===== config.mk =====
export PLATFORM = sky130hd
export DESIGN_NAME = approx_mac_accumulator
export DESIGN_NICKNAME = d
export VERILOG_FILES = /design/src/rtl/approx_mac_pkg.sv /design/src/rtl/approx_mac_accumulator_sat_add.sv /design/src/rtl/approx_mac_accumulator.sv
export SDC_FILE = /design/constraint.sdc
export NUM_CORES = 1
export LEC_CHECK = 0
export CAP_MARGIN = 20
export CORE_UTILIZATION = 35
export CTS_CLUSTER_SIZE = 16
export DETAILED_ROUTE_END_ITERATION = 10
export SLEW_MARGIN = 5
export SYNTH_ARGS = -nofsm -noshare
export SYNTH_HDL_FRONTEND = slang
export SYNTH_SLANG_ARGS = --single-unit

===== constraint.sdc =====
create_clock -name CLK -period 6.9 [get_ports CLK]
set_input_delay 1.035 -clock CLK [delete_from_list [all_inputs] [get_ports CLK]]
set_output_delay 1.035 -clock CLK [all_outputs]
set_load 0.01 [all_outputs]

===== src/rtl/approx_mac_pkg.sv =====
// Shared types and constants for the approximate-multiplier MAC accumulator.
package approx_mac_pkg;

    // Frame-tracking state of the accumulator.
    typedef enum logic [1:0] {
        IDLE  = 2'd0,
        ACCUM = 2'd1,
        HOLD  = 2'd2
    } mac_state_t;

    // Width of the product term coming from the 8x8 multiplier.
    localparam int PROD_W    = 16;

    // Accumulator must be wider than one product and fit in 32 bits.
    localparam int ACC_W_MIN = 17;
    localparam int ACC_W_MAX = 32;

    function automatic bit acc_w_legal(input int w);
        return (w >= ACC_W_MIN) && (w <= ACC_W_MAX);
    endfunction

endpackage


===== src/rtl/approx_mac_accumulator_sat_add.sv =====
// Unsigned saturating adder: acc + zero-extended 16-bit product, clamped to all-ones.
module sat_add
    import approx_mac_pkg::*;
#(
    parameter int ACC_W = 24
) (
    input  logic [ACC_W-1:0]  acc_i,
    input  logic [PROD_W-1:0] op_i,
    output logic [ACC_W-1:0]  sum_o,
    output logic              ovf_o
);

    logic [ACC_W:0] wide_sum;

    // One extra bit catches the carry-out; any carry means clamp.
    always_comb begin
        wide_sum = {1'b0, acc_i} + {{(ACC_W + 1 - PROD_W){1'b0}}, op_i};
        ovf_o    = wide_sum[ACC_W];
        sum_o    = ovf_o ? {ACC_W{1'b1}} : wide_sum[ACC_W-1:0];
    end

endmodule


===== src/rtl/approx_mac_accumulator.sv =====
// Frame-based saturating accumulator for the approximate multiplier's products.
//
//   state | meaning
//   ------+-------------------------------------------
//   IDLE  | no frame open
//   ACCUM | frame open, partial sum in acc_q
//   HOLD  | result registered, waiting for downstream
module approx_mac_accumulator
    import approx_mac_pkg::*;
#(
    parameter int ACC_W   = 24,
    parameter int MAX_LEN = 256,
    parameter int CNT_W   = 9
) (
    input  logic              CLK,
    input  logic              RST_N,
    input  logic              in_valid,
    output logic              in_ready,
    input  logic [PROD_W-1:0] in_prod,
    input  logic              in_last,
    output logic              out_valid,
    input  logic              out_ready,
    output logic [ACC_W-1:0]  out_acc,
    output logic [CNT_W-1:0]  out_count,
    output logic              out_sat,
    output logic              out_trunc
);

    if (!acc_w_legal(ACC_W)) begin : g_bad_acc_w
        $error("approx_mac_accumulator: ACC_W must be within 17..32");
    end
    if ((64'd1 << CNT_W) <= 64'(MAX_LEN)) begin : g_bad_cnt_w
        $error("approx_mac_accumulator: CNT_W too narrow for MAX_LEN");
    end

    localparam logic [CNT_W-1:0] MAX_CNT = CNT_W'(MAX_LEN);

    mac_state_t       state_q, state_d;
    logic [ACC_W-1:0] acc_q, acc_d;
    logic [CNT_W-1:0] cnt_q, cnt_d;
    logic             sat_q, sat_d;

    logic             out_valid_q, out_valid_d;
    logic [ACC_W-1:0] out_acc_q, out_acc_d;
    logic [CNT_W-1:0] out_count_q, out_count_d;
    logic             out_sat_q, out_sat_d;
    logic             out_trunc_q, out_trunc_d;

    logic [ACC_W-1:0] add_sum;
    logic             add_ovf;
    logic             accept;
    logic             start_new;
    logic             max_hit;
    logic             close;
    logic [ACC_W-1:0] new_acc;
    logic [CNT_W-1:0] new_cnt;
    logic             new_sat;

    sat_add #(
        .ACC_W (ACC_W)
    ) u_sat_add (
        .acc_i (acc_q),
        .op_i  (in_prod),
        .sum_o (add_sum),
        .ovf_o (add_ovf)
    );

    // Ready depends only on state and downstream ready so that no loop forms through in_valid.
    always_comb begin
        in_ready = (state_q != HOLD) | out_ready;
    end

    // Post-update frame values for the term being accepted this cycle.
    always_comb begin
        accept    = in_valid & in_ready;
        // In HOLD an accept implies a transfer, so the term opens a fresh frame as in IDLE.
        start_new = (state_q != ACCUM);
        new_acc   = start_new ? {{(ACC_W - PROD_W){1'b0}}, in_prod} : add_sum;
        new_cnt   = start_new ? CNT_W'(1) : cnt_q + CNT_W'(1);
        new_sat   = start_new ? 1'b0 : (sat_q | add_ovf);
        max_hit   = (new_cnt == MAX_CNT);
        close     = accept & (in_last | max_hit);
    end

    // Next-state, frame accumulator and output register load.
    always_comb begin
        state_d     = state_q;
        acc_d       = acc_q;
        cnt_d       = cnt_q;
        sat_d       = sat_q;
        out_valid_d = out_valid_q & ~out_ready;
        out_acc_d   = out_acc_q;
        out_count_d = out_count_q;
        out_sat_d   = out_sat_q;
        out_trunc_d = out_trunc_q;

        if (accept) begin
            acc_d = new_acc;
            cnt_d = new_cnt;
            sat_d = new_sat;
        end

        if (close) begin
            out_valid_d = 1'b1;
            out_acc_d   = new_acc;
            out_count_d = new_cnt;
            out_sat_d   = new_sat;
            out_trunc_d = max_hit & ~in_last;
        end

        case (state_q)
            IDLE: begin
                if (accept) state_d = close ? HOLD : ACCUM;
            end
            ACCUM: begin
                if (close) state_d = HOLD;
            end
            HOLD: begin
                if (out_ready) begin
                    if (accept) state_d = close ? HOLD : ACCUM;
                    else        state_d = IDLE;
                end
            end
            default: state_d = IDLE;
        endcase
    end

    // State and datapath registers; reset drops any partial frame and held result.
    always_ff @(posedge CLK or negedge RST_N) begin
        if (!RST_N) begin
            state_q     <= IDLE;
            acc_q       <= '0;
            cnt_q       <= '0;
            sat_q       <= 1'b0;
            out_valid_q <= 1'b0;
            out_acc_q   <= '0;
            out_count_q <= '0;
            out_sat_q   <= 1'b0;
            out_trunc_q <= 1'b0;
        end else begin
            state_q     <= state_d;
            acc_q       <= acc_d;
            cnt_q       <= cnt_d;
            sat_q       <= sat_d;
            out_valid_q <= out_valid_d;
            out_acc_q   <= out_acc_d;
            out_count_q <= out_count_d;
            out_sat_q   <= out_sat_d;
            out_trunc_q <= out_trunc_d;
        end
    end

    // Outputs come straight from registers.
    always_comb begin
        out_valid = out_valid_q;
        out_acc   = out_acc_q;
        out_count = out_count_q;
        out_sat   = out_sat_q;
        out_trunc = out_trunc_q;
    end

endmodule


# Yosys cells after proc, flatten, opt, wreduce, memory -nomap -nowiden
# Cells that the tools add are included.
[word_totals] reg_bits=72 latchBits=0 ramBits=0 mem_bits_ro=0 wordCells=41 memories=0
[classes] addsub=2 mul=0 n_div=0 order_cmp=0 eq_ne=8 shifts=0 muxes=11 bitwise=9 reduce_logical=2
[op_table] op="$mux W24" count=2
[op_table] op="$add A24 B16 Y25" count=1
[op_table] op="$mux W2" count=5
[op_table] op="$add A9 B1 Y9 const B" count=1
[op_table] op="$eq A9 B9 Y1 const B" count=1
[op_table] op="$mux W9" count=1
[op_table] op="$ne A2 B2 Y1 const B" count=4
[op_table] op="$pmux W2 S3" count=1
[op_table] op="$and A1 B1 Y1" count=4
[op_table] op="$or A1 B1 Y1" count=3
[op_table] op="$reduce_and A3 Y1" count=1
[op_table] op="$eq A2 B1 Y1 const B" count=1
[op_table] op="$eq A2 B2 Y1 const B" count=1
[op_table] op="$logic_not A2 Y1" count=1
[op_table] op="$mux W1" count=2
[op_table] op="$ne A2 B1 Y1 const B" count=1
[op_table] op="$not A1 Y1" count=2

# Logic depth before layout (Yosys ltp)
[logic_depth] depth_word=9 ltp_mapped=11

# Modules after synthesis
# A second synthesis with hierarchy kept.
[unflattened] hier_cells=498 hier_area_um2=4474.3
[by_module_without_submodules] mod="approx_mac_accumulator" instances=1 cells_each=323 area_per_inst_um2=3278.1 seq_area_each_um2=1801.7
[by_module_without_submodules] mod="sat_add" instances=1 cells_each=175 area_per_inst_um2=1196.1 seq_area_each_um2=0.0

# Worst setup path before layout
# No wires, ideal clock.
[synth_path] path_type="input port to flip-flop" start="input port in_prod[0]" end="register acc_q[21]" arrival_ps=3077 required_ps=6835 setup_slack_ps=3758 path_stages=11 path_buffers=1 path_cell_list="ha_1 inv_1 fa_1 nor2b_1 o31a_1 o211ai_1 o211ai_2 nand2_1 buf_2 a41oi_1 o22a_1"
[synth_between] elab_chain_len=3
[synth_rtl] element="from (decl)" line_no="approx_mac_accumulator.sv:19" source="input logic [PROD_W-1:0] in_prod,"
[synth_rtl] element="$add A24 B16 Y25" line_no="approx_mac_accumulator_sat_add.sv:17" source="wide_sum = {1'b0, acc_i} + {{(ACC_W + 1 - PROD_W){1'b0}}, op_i};"
[synth_rtl] element="$mux W24" line_no="approx_mac_accumulator_sat_add.sv:19" source="sum_o = ovf_o ? {ACC_W{1'b1}} : wide_sum[ACC_W-1:0];"
[synth_rtl] element="$mux W24" line_no="approx_mac_accumulator.sv:78" source="new_acc = start_new ? {{(ACC_W - PROD_W){1'b0}}, in_prod} : add_sum;"
[synth_rtl] element="to (signal assigned)" line_no="approx_mac_accumulator.sv:132" source="acc_q <= '0;"
[synth_rtl] element="to (signal assigned)" line_no="approx_mac_accumulator.sv:142" source="acc_q <= acc_d;"
[synth_rtl] element="to (decl)" line_no="approx_mac_accumulator.sv:39" source="logic [ACC_W-1:0] acc_q, acc_d;"
# Every way passes these cells.
# A chain may end at the register's enable or synchronous reset.

# Worst setup path after layout
# Ends and elaborated chain as after synthesis.

==> flow_summary.json <==
{
  "dr_total_vias": 3668,
  "post-route-period-util": 0.558,
  "ys_seq_area_frac": 0.423,
  "fin_skew_ns": 0.0106,
  "cts.htree.levels": 3,
  "initial_utilization": 0.365,
  "cap_violations": 0,
  "final-setup-viol-count": 0,
  "cts_root_buf": "clkbuf_16",
  "layout_min_cycle_time_ns": 3.85,
  "clock_latency_ns": 0.34,
  "synth_seq_cells": 72,
  "cts.sinks": 72,
  "timing.final.max_slew_violations": 0,
  "syn_to_final_growth_pct": 24.0,
  "grt_pass1_vias": 3521,
  "io_buffer_count": 57,
  "worstHoldStart": "out_acc[15]",
  "violations": "design-rule violations",
  "criticalPathCategory": "in2reg",
  "die-area_um2": 12600,
  "end_kind": "flip-flop",
  "clock.fmax_ghz": 0.260,
  "worst-r2r-setup-slack_ns": 3.75,
  "die_y_um": 112,
  "irDropWorstVdd_mv": 0.227,
  "cts_made_buffers": 9,
  "diodes": 0,
  "cts_tree": "done",
  "io-pin-count": 58,
  "tns_ns": 0,
  "grt_overflow": 0,
  "power_density_nw_per_um2": 356,
  "tightest_slew_ns": 0.919,
  "critPathLaunchType": "input port",
  "core_area_um2": 11700,
  "mostFrequentLayoutCells": "72 x dfrtp_1, 71 x nand2_1, 56 x clkdlybuf4s50_1",
  "finalHoldViolCount": 0,
  "synthTopCellsByArea": "dfrtp_1 42%, nand2_1 6.3%, ha_1 5.0%, a21oi_1 3.5%, nor2_1 3.1%",
  "synth_largest_area_cell": "dfrtp_1",
  "ant_nets": 0,
  "synth_edf_count": 0,
  "grt_util_all_layers": 0.180,
  "cts_hold_buf": 0,
  "num_rows": 39,
  "path_clk_slew_ns": 0.06,
  "syn_avg_cell_area_um2": 9.20,
  "synth_top_area_share": 0.423,
  "hold_depth": 2,
  "drt-pass1-iter-count": 7,
  "final_common_cell": "dfrtp_1",
  "crit_fanout": 16,
  "synth_cells": 463,
  "dp_hpwl_um": 7310,
  "wl_per_cell_um": 16.1,
  "status": "finished, violations left",
  "r2r-start": "cnt_q[0]",
  "worstPathRequired_ns": 7.17,
  "utilization": 0.453,
  "synth_cell_type_count": 63,
  "hold_class": "reg2reg",
  "drc": 1,
  "async_reset_ff_frac": 1.00,
  "die_w_um": 112,
  "ys.flop_type": "dfrtp_1",
  "grt_pass1_wl_um": 17900,
  "syn_area_um2": 4260,
  "cts_setup_buffers": 0,
  "nets": 554,
  "grt_max_degree": 73,
  "grt_antenna_before_repair": 0,
  "drive_above_1_share": 0.0692,
  "syn-num-nets": 502,
  "slew_headroom": 0.387,
  "synth_warnings": 0,
  "cts-resized-gates": 0,
  "holdPathEnd": "out_acc[15]",
  "reg2reg_to": "out_acc[2]",
  "cts_buffer_depth": 2,
  "finalWeightedCongestion": 0.892,
  "drtIter0Drc": 219,
  "rsz0062_at_grt": "false",
  "reg2reg_depth": 8,
  "cp.arrival_ns": 4.13,
  "vias_per_cell": 5.53,
  "wl_um": 10700,
  "leakage_nw": 2.27
}
[critical path, stage by stage]
cell	delay (ns)
clkdlybuf4s50_1	0.49
ha_1	0.19
inv_1	0.06
fa_1	0.39
nor2b_1	0.17
o31a_1	0.23
o211ai_1	0.20
o211ai_2	0.35
nand2_1	0.46
a41oi_1	0.38
o22a_1	0.18
[cell type report]
type,count,area (um2)
Clock buffer,10,239
Fill cell,1129,6380
Inverter,7,26.3
Timing Repair Buffer,62,606
Multi-Input combinational cell,363,2340
Clock inverter,6,90.1
Sequential cell,72,1800
Tap cell,143,179
[flip-flops by register name (all words and copies together) (netlist names)]
signal / cells
out_trunc: 1
sat_q: 1
out_valid: 1
out_acc: 24
state_q: 2
cnt_q: 9
out_sat: 1
out_count: 9
acc_q: 24
[routing by layer]
| metal | vias up | global-route usage | wire length [um] |
|---|---|---|---|
| li1 | 1793 | - | - |
| met1 | 1771 | 0.248 | 5000 |
| met3 | 11 | 0.0340 | 541 |
| met5 | - | 0 | 0 |
| met2 | 93 | 0.289 | 5010 |
| met4 | 0 | 0.0462 | 116 |
[cell families after synthesis]
| logic type | count (synthesis) | synth area share |
|---|---|---|
| simple gates | 166 | 0.186 |
| compound gates | 142 | 0.220 |
| mux | 24 | 0.0617 |
| xor+xnor | 13 | 0.0267 |
| fa+ha+maj | 18 | 0.0546 |
| flops | 72 | 0.423 |
| buf+inv | 28 | 0.0276 |
[how the worst max path moves through the flow]
stage                     from  slack [ns]  cells past startpoint   endpoint
floorplan           in_prod[0]        3.76                     11  acc_q[21]
global placement    in_prod[0]        2.80                     11   acc_q[9]
detailed placement  in_prod[0]        2.74                     11  acc_q[21]
CTS                 in_prod[0]        3.07                     11   acc_q[8]
global route        in_prod[0]        2.75                     11   acc_q[2]
finish              in_prod[0]        3.05                     11  acc_q[21]
[cells in the mapped netlist, types with 7 or more instances]
library cell  count
nand2_1          71
nor2_1           35
dfrtp_1          72
o21ai_0          19
nand2b_1          7
clkbuf_1         14
a21oi_1          30
o31ai_1           9
mux2_1           11
inv_1             7
o21ai_1          20
mux2_2            7
ha_1             17
xor2_1            8
and3_1            8
nand3_1           9
a31oi_1          11
[where the power goes]
| group | total [W] | switching, W | leakage (nW) | internal [W] |
|---|---|---|---|---|
| logic | 0.000777 | 0.000423 | 1.19 | 0.000355 |
| clock network | 0.000516 | 0.000188 | 0.159 | 0.000328 |
| registers | 0.000589 | 0.0000701 | 0.922 | 0.000518 |
[metrics by stage]
stage	hold slack [ns]	cells	total power [W]	instance area, um2	worst slack (ns)
4_1_cts	0.484	663	0.00190	5280	3.07
2_1_floorplan	0.453	463	0.00111	4260	3.76
3_3_place_gp	0.467	647	0.00135	4950	2.80
6_report	0.477	663	0.00188	5280	3.05
5_1_grt	0.504	663	0.00201	5280	2.75
3_5_place_dp	0.470	647	0.00137	4950	2.74
Power figures use the tool's default switching activity.
